<file path="config.mk">
export PLATFORM = sky130hd
export DESIGN_NAME = instruction_fetch_unit_flat
export DESIGN_NICKNAME = d
export VERILOG_FILES = /design/src/rtl/instruction_fetch_unit_pkg.sv /design/src/rtl/instruction_fetch_unit_if.sv /design/src/rtl/instruction_fetch_unit_if_id_register.sv /design/src/rtl/instruction_fetch_unit.sv /design/src/flat_wrapper.sv
export SDC_FILE = /design/constraint.sdc
export NUM_CORES = 1
export LEC_CHECK = 0
export CORE_UTILIZATION = 40
export DETAILED_ROUTE_END_ITERATION = 12
export PLACE_DENSITY = 0.72
export SKIP_LAST_GASP = 1
export SLEW_MARGIN = 20
export SYNTH_ARGS = -nofsm -noshare
export SYNTH_HDL_FRONTEND = slang
export SYNTH_SLANG_ARGS = --single-unit
</file>
<file path="constraint.sdc">
create_clock -name Clock -period 2.5 [get_ports Clock]
set_input_delay 0.5 -clock Clock [delete_from_list [all_inputs] [get_ports Clock]]
set_output_delay 0.5 -clock Clock [all_outputs]
set_load 0.01 [all_outputs]
</file>
<file path="src/rtl/instruction_fetch_unit_pkg.sv">
// Shared CPU definitions used by the fetch stage: state encoding, word constants
// and the PC alignment helper.
package cpu_pkg;

  localparam int unsigned INSTR_W = 16;
  localparam int unsigned ADDR_W  = 16;

  localparam logic [INSTR_W-1:0] NOP_WORD  = 16'h0000;
  localparam logic [INSTR_W-1:0] HALT_WORD = 16'hFFFF;
  localparam logic [ADDR_W-1:0]  PC_STEP   = 16'd2;

  typedef enum logic [1:0] {
    BOOT,
    RUN,
    HALTED
  } fetch_state_t;

  // Instructions are halfword aligned; an odd redirect is rounded down.
  function automatic logic [ADDR_W-1:0] align_pc(input logic [ADDR_W-1:0] addr);
    return {addr[ADDR_W-1:1], 1'b0};
  endfunction

endpackage

</file>
<file path="src/rtl/instruction_fetch_unit_if.sv">
// Fetch-stage bus: instruction memory read path, decode-side controls and the
// IF/ID register outputs.
interface instruction_fetch_unit_if;
  import cpu_pkg::*;

  logic [INSTR_W-1:0] Instruction;
  logic               Stall;
  logic               BranchTaken;
  logic [ADDR_W-1:0]  BranchTarget;
  logic [ADDR_W-1:0]  PC;
  logic [INSTR_W-1:0] IF_ID_Instruction;
  logic [ADDR_W-1:0]  IF_ID_PCPlus2;
  logic               IF_ID_Valid;
  logic               Halted;

  modport master (
    input  Instruction, Stall, BranchTaken, BranchTarget,
    output PC, IF_ID_Instruction, IF_ID_PCPlus2, IF_ID_Valid, Halted
  );

  modport slave (
    output Instruction, Stall, BranchTaken, BranchTarget,
    input  PC, IF_ID_Instruction, IF_ID_PCPlus2, IF_ID_Valid, Halted
  );

endinterface

</file>
<file path="src/rtl/instruction_fetch_unit_if_id_register.sv">
// IF/ID pipeline register. Flush inserts a NOP bubble, invalidate only drops the
// valid flag, load captures a new instruction; otherwise contents hold.
module if_id_register
  import cpu_pkg::*;
(
  input  logic               clk_i,
  input  logic               rst_ni,
  input  logic               load_i,
  input  logic               flush_i,
  input  logic               invalidate_i,
  input  logic [INSTR_W-1:0] instr_i,
  input  logic [ADDR_W-1:0]  pcplus2_i,
  output logic [INSTR_W-1:0] instr_o,
  output logic [ADDR_W-1:0]  pcplus2_o,
  output logic               valid_o
);

  logic [INSTR_W-1:0] instr_q;
  logic [ADDR_W-1:0]  pcplus2_q;
  logic               valid_q;

  always_ff @(posedge clk_i or negedge rst_ni) begin
    if (!rst_ni) begin
      instr_q   <= '0;
      pcplus2_q <= '0;
      valid_q   <= 1'b0;
    end else if (flush_i) begin
      instr_q   <= NOP_WORD;
      valid_q   <= 1'b0;
    end else if (load_i) begin
      instr_q   <= instr_i;
      pcplus2_q <= pcplus2_i;
      valid_q   <= 1'b1;
    end else if (invalidate_i) begin
      valid_q   <= 1'b0;
    end
  end

  assign instr_o   = instr_q;
  assign pcplus2_o = pcplus2_q;
  assign valid_o   = valid_q;

endmodule

</file>
<file path="src/rtl/instruction_fetch_unit.sv">
// Fetch stage: owns the PC and the BOOT/RUN/HALTED sequencer, resolves
// branch > stall > halt > sequential priority and feeds the IF/ID register.
module instruction_fetch_unit #(
  parameter logic [15:0] RESET_PC  = 16'd0,
  parameter logic [15:0] HALT_WORD = cpu_pkg::HALT_WORD,
  parameter logic [15:0] PC_STEP   = cpu_pkg::PC_STEP
) (
  input  logic                      Clock,
  input  logic                      Reset,
  instruction_fetch_unit_if.master  bus
);
  import cpu_pkg::*;

  fetch_state_t      state_q, state_d;
  logic [ADDR_W-1:0] pc_q, pc_d;
  logic              halted_q, halted_d;
  logic              load, flush, invalidate;
  logic [ADDR_W-1:0] pc_next_seq;

  assign pc_next_seq = pc_q + PC_STEP;

  always_ff @(posedge Clock or negedge Reset) begin
    if (!Reset) begin
      state_q  <= BOOT;
      pc_q     <= RESET_PC;
      halted_q <= 1'b0;
    end else begin
      state_q  <= state_d;
      pc_q     <= pc_d;
      halted_q <= halted_d;
    end
  end

  always_comb begin
    state_d    = state_q;
    pc_d       = pc_q;
    halted_d   = halted_q;
    load       = 1'b0;
    flush      = 1'b0;
    invalidate = 1'b0;
    unique case (state_q)
      BOOT: begin
        invalidate = 1'b1;
        state_d    = RUN;
      end
      RUN: begin
        if (bus.BranchTaken) begin
          pc_d  = align_pc(bus.BranchTarget);
          flush = 1'b1;
        end else if (bus.Stall) begin
          // hold everything
        end else if (bus.Instruction == HALT_WORD) begin
          load    = 1'b1;
          state_d = HALTED;
        end else begin
          load = 1'b1;
          pc_d = pc_next_seq;
        end
      end
      HALTED: begin
        // Halted rises on the first HALTED edge, one cycle after HALT is captured.
        invalidate = 1'b1;
        halted_d   = 1'b1;
        if (bus.BranchTaken) begin
          pc_d     = align_pc(bus.BranchTarget);
          halted_d = 1'b0;
          state_d  = RUN;
        end
      end
      default: state_d = BOOT;
    endcase
  end

  if_id_register u_if_id (
    .clk_i        (Clock),
    .rst_ni       (Reset),
    .load_i       (load),
    .flush_i      (flush),
    .invalidate_i (invalidate),
    .instr_i      (bus.Instruction),
    .pcplus2_i    (pc_next_seq),
    .instr_o      (bus.IF_ID_Instruction),
    .pcplus2_o    (bus.IF_ID_PCPlus2),
    .valid_o      (bus.IF_ID_Valid)
  );

  assign bus.PC     = pc_q;
  assign bus.Halted = halted_q;

endmodule

</file>
<file path="src/flat_wrapper.sv">
// flat-port wrapper written by rule: the top's interface ports become plain ports
module instruction_fetch_unit_flat import cpu_pkg::*;
#(
  parameter logic [15:0] RESET_PC  = 16'd0,
  parameter logic [15:0] HALT_WORD = cpu_pkg::HALT_WORD,
  parameter logic [15:0] PC_STEP   = cpu_pkg::PC_STEP
)
  (Clock, Reset, bus_Instruction, bus_Stall, bus_BranchTaken, bus_BranchTarget, bus_PC, bus_IF_ID_Instruction, bus_IF_ID_PCPlus2, bus_IF_ID_Valid, bus_Halted);
  instruction_fetch_unit_if bus_i ();
  input  logic Clock;
  input  logic Reset;
  input wire logic [$bits(bus_i.Instruction)-1:0] bus_Instruction;
  input wire logic [$bits(bus_i.Stall)-1:0] bus_Stall;
  input wire logic [$bits(bus_i.BranchTaken)-1:0] bus_BranchTaken;
  input wire logic [$bits(bus_i.BranchTarget)-1:0] bus_BranchTarget;
  output wire logic [$bits(bus_i.PC)-1:0] bus_PC;
  output wire logic [$bits(bus_i.IF_ID_Instruction)-1:0] bus_IF_ID_Instruction;
  output wire logic [$bits(bus_i.IF_ID_PCPlus2)-1:0] bus_IF_ID_PCPlus2;
  output wire logic [$bits(bus_i.IF_ID_Valid)-1:0] bus_IF_ID_Valid;
  output wire logic [$bits(bus_i.Halted)-1:0] bus_Halted;
  assign bus_i.Instruction = bus_Instruction;
  assign bus_i.Stall = bus_Stall;
  assign bus_i.BranchTaken = bus_BranchTaken;
  assign bus_i.BranchTarget = bus_BranchTarget;
  assign bus_PC = bus_i.PC;
  assign bus_IF_ID_Instruction = bus_i.IF_ID_Instruction;
  assign bus_IF_ID_PCPlus2 = bus_i.IF_ID_PCPlus2;
  assign bus_IF_ID_Valid = bus_i.IF_ID_Valid;
  assign bus_Halted = bus_i.Halted;
  instruction_fetch_unit #(.RESET_PC(RESET_PC), .HALT_WORD(HALT_WORD), .PC_STEP(PC_STEP)) u_core (.Clock(Clock), .Reset(Reset), .bus(bus_i));
endmodule
</file>
==> impl_metrics.yaml <==
floorplan:
  die-area_mm2: 0.00665
  fp-row-count: 28
  ios: 86
  dieHeight_um: 81.6
  die_w_um: 81.6
  core_mm2: 0.00603
  floorplan.initialDensity_pct: 42.0
worst_setup_path:
  worstPathArrival_ns: 2.26
  end_kind: "flop"
  path_cells: "clkdlybuf4s50_1 -> nand4_1 -> nor4_4 -> o21ai_2 -> a311oi_1 -> a21oi_1"
  required_ns: 2.65
  worst_path_dominant_cell_family: "compound AO/OA/AOI/OAI gates"
  ff2ff_setup_slack_ns: 0.43
  slowest_delay_ns: 0.50
  crit_slowest_cell: "clkdlybuf4s50_1"
  cp-start-kind: "primary input"
  worstReg2RegStart: "u_core.state_q[0]"
  r2r-end: "u_core.bus.PC[1]"
  crit_type: "in -> reg"
  r2r_cells: 7
  crit_fanout: 13
  worst-path-buf-inv: 1
pwr:
  vdd_drop_max_mv: 0.828
  power_density_mw_per_mm2: 1300
  p_leak_nw: 1.42
placed_design:
  post-place-cells: 391
  dpl.hpwl_um: 4570
  port-buffer-count: 82
  place.gp.congestion: 0.801
route:
  drtAntennaViolNets: 0
  drc_errors: 0
  totalWireLength_um: 6220
  wl_per_cell_um: 15.6
  first_iter_violations: 92
  first_pass_iters: 4
  vias: 2174
  vias_per_cell: 5.45
grt:
  antenna_found_initial: 0
  grt_pass1_wl_um: 9860
  track_usage_pct: 19.6
  grt_util_met1_pct: 26.8
  grt_most_used_layer: "met2"
  grt_max_degree: 29
  overflow: 0
  grt_use_met2_pct: 31.8
  grt_pass1_vias: 1940
  met3_usage_pct: 3.00
final_layout:
  area_growth_pct: 39.5
  layout-drive-gt1-share_pct: 10.8
  num_antenna_cells: 0
  final_nets: 363
  final_cells: 399
cts:
  clock-sinks: 50
  post-cts-setup-buffers: 0
  cts.hold.buffers_added: 0
  cts-root-buf: "clkbuf_8"
  clkTransAtPathRegs_ns: 0.09
  cts_resized: 0
  clock_latency_ns: 0.30
  numCtsBuffers: 5
  cts_tree: "done"
  clock_path_buffers: 2
  cts_max_level: 2
sta:
  slew_viol_final: 0
  finalHoldViolations: 0
  relSlewSlack_pct: 46.8
  period_needed_ns: 2.11
  finalSetupViolations: 0
  fmax_mhz: 475
  tns_ns: 0
  finalCritPeriodShare_pct: 84.3
  finClkSkew_ns: 0.00288
  worstMarginPinSlew_ns: 0.797
  rsz0062_at_grt: "false"
min_path:
  hold_class: "in -> async"
yosys:
  syn-cell-area_mm2: 0.00253
  synth_warnings: 0
  async_flop_share_pct: 100
  ys_seq_area_share_pct: 49.4
  postSynthAreaPerCell_um2: 10.5
  synth_flop_cell: "dfrtp_1"
  syn_inst: 242
  synth_cell_types: 48
  ys_ff_latch: 50
  synth-edff-count: 0
job:
  cap_violations: 0
outcome:
  status: "finished, final reports clean"
Yosys cell counts, types with 3 or more instances:
cell | number | area (um2)
a211oi_1 | 8 | 60.1
a21oi_1 | 25 | 125
a22o_1 | 16 | 140
a22oi_1 | 3 | 22.5
buf_2 | 6 | 30.0
clkbuf_1 | 6 | 22.5
dfrtp_1 | 50 | 1250
ha_1 | 4 | 50.1
inv_1 | 7 | 26.3
nand2_1 | 11 | 41.3
nand3_1 | 9 | 45.0
nand4_1 | 5 | 31.3
nor2_1 | 25 | 93.8
nor3_2 | 3 | 30.0
nor4_4 | 3 | 63.8
o21ai_0 | 11 | 55.1
xnor2_1 | 9 | 78.8
xor2_1 | 4 | 35.0
where the power goes:
group	internal, mW	switching, mW
combinational	1.24	1.19
sequential	1.20	0.393
clock	0.299	0.270
total	2.74	1.86
sequential cells by signal (all words and copies together), names as in the netlist:
signal	cells
u_core.u_if_id.instr_o	16
u_core.bus.PC	15
u_core.u_if_id.pcplus2_o	15
u_core.state_q	2
u_core.bus.Halted	1
u_core.u_if_id.valid_o	1
routing by layer:
| metal | part of all wire [%] | vias up |
|---|---|---|
| li1 | - | 1040 |
| met1 | 46 | 1068 |
| met2 | 48 | 58 |
| met3 | 3.9 | 8 |
| met4 | 1.9 | 0 |
| met5 | 0 | - |
cell type report:
type | count | area, um2
clock buffers | 6 | 72.6
fillers | 554 | 2490
clock inverters | 2 | 37.5
repair buffers | 88 | 861
inverters | 8 | 30.0
flip-flops and latches | 50 | 1250
multi-input cells | 170 | 1190
well taps | 75 | 93.8
per-stage QoR:
step                      hold slack, ns  utilization [%]  area, um2  power (mW)  setup WS [ns]
after floorplan                    0.204                -       2540        2.93          0.764
after global routing               0.120             58.6       3530        4.92          0.237
after CTS                          0.108             58.6       3530        4.62          0.407
final                              0.102             58.6       3530        4.60          0.393
after global placement             0.437             56.7       3420        3.99          0.119
after detailed placement           0.442             56.7       3420        4.04         0.0817
cells by family after synthesis:
logic type	share of synthesized area, %
buf+inv	4.30
fa+ha+maj	1.98
simple gates	17.0
compound gates	21.4
xor+xnor	4.50
other cells	0.148
mux	1.24
flops	49.4
placed cells by master, fill, tap and decap left out, types with 3 or more instances in the layout:
cell type / instances
clkdlybuf4s50_1: 81
dfrtp_1: 50
a21oi_1: 25
nor2_1: 25
a22o_1: 16
nand2_1: 11
o21ai_0: 11
nand3_1: 9
xnor2_1: 9
a211oi_1: 8
inv_1: 7
buf_4: 6
nand4_1: 5
clkbuf_8: 5
xor2_1: 4
ha_1: 4
nor4_4: 3
o21ai_2: 3
a22oi_1: 3
nor3_2: 3
worst max path at each step:
stage	depth (start not counted)	slack [ns]	startpoint	to
after floorplan	7	0.76	u_core.state_q[0]	u_core.bus.PC[9]
after CTS	6	0.41	bus_Instruction[5]	u_core.bus.PC[6]
after global placement	6	0.12	bus_Instruction[15]	u_core.bus.PC[9]
final	6	0.39	bus_Instruction[5]	u_core.bus.PC[6]
after detailed placement	6	0.08	bus_Instruction[5]	u_core.bus.PC[6]
after global routing	7	0.24	u_core.state_q[0]	u_core.bus.PC[1]
Note: power is estimated with default switching activity, not from simulation.
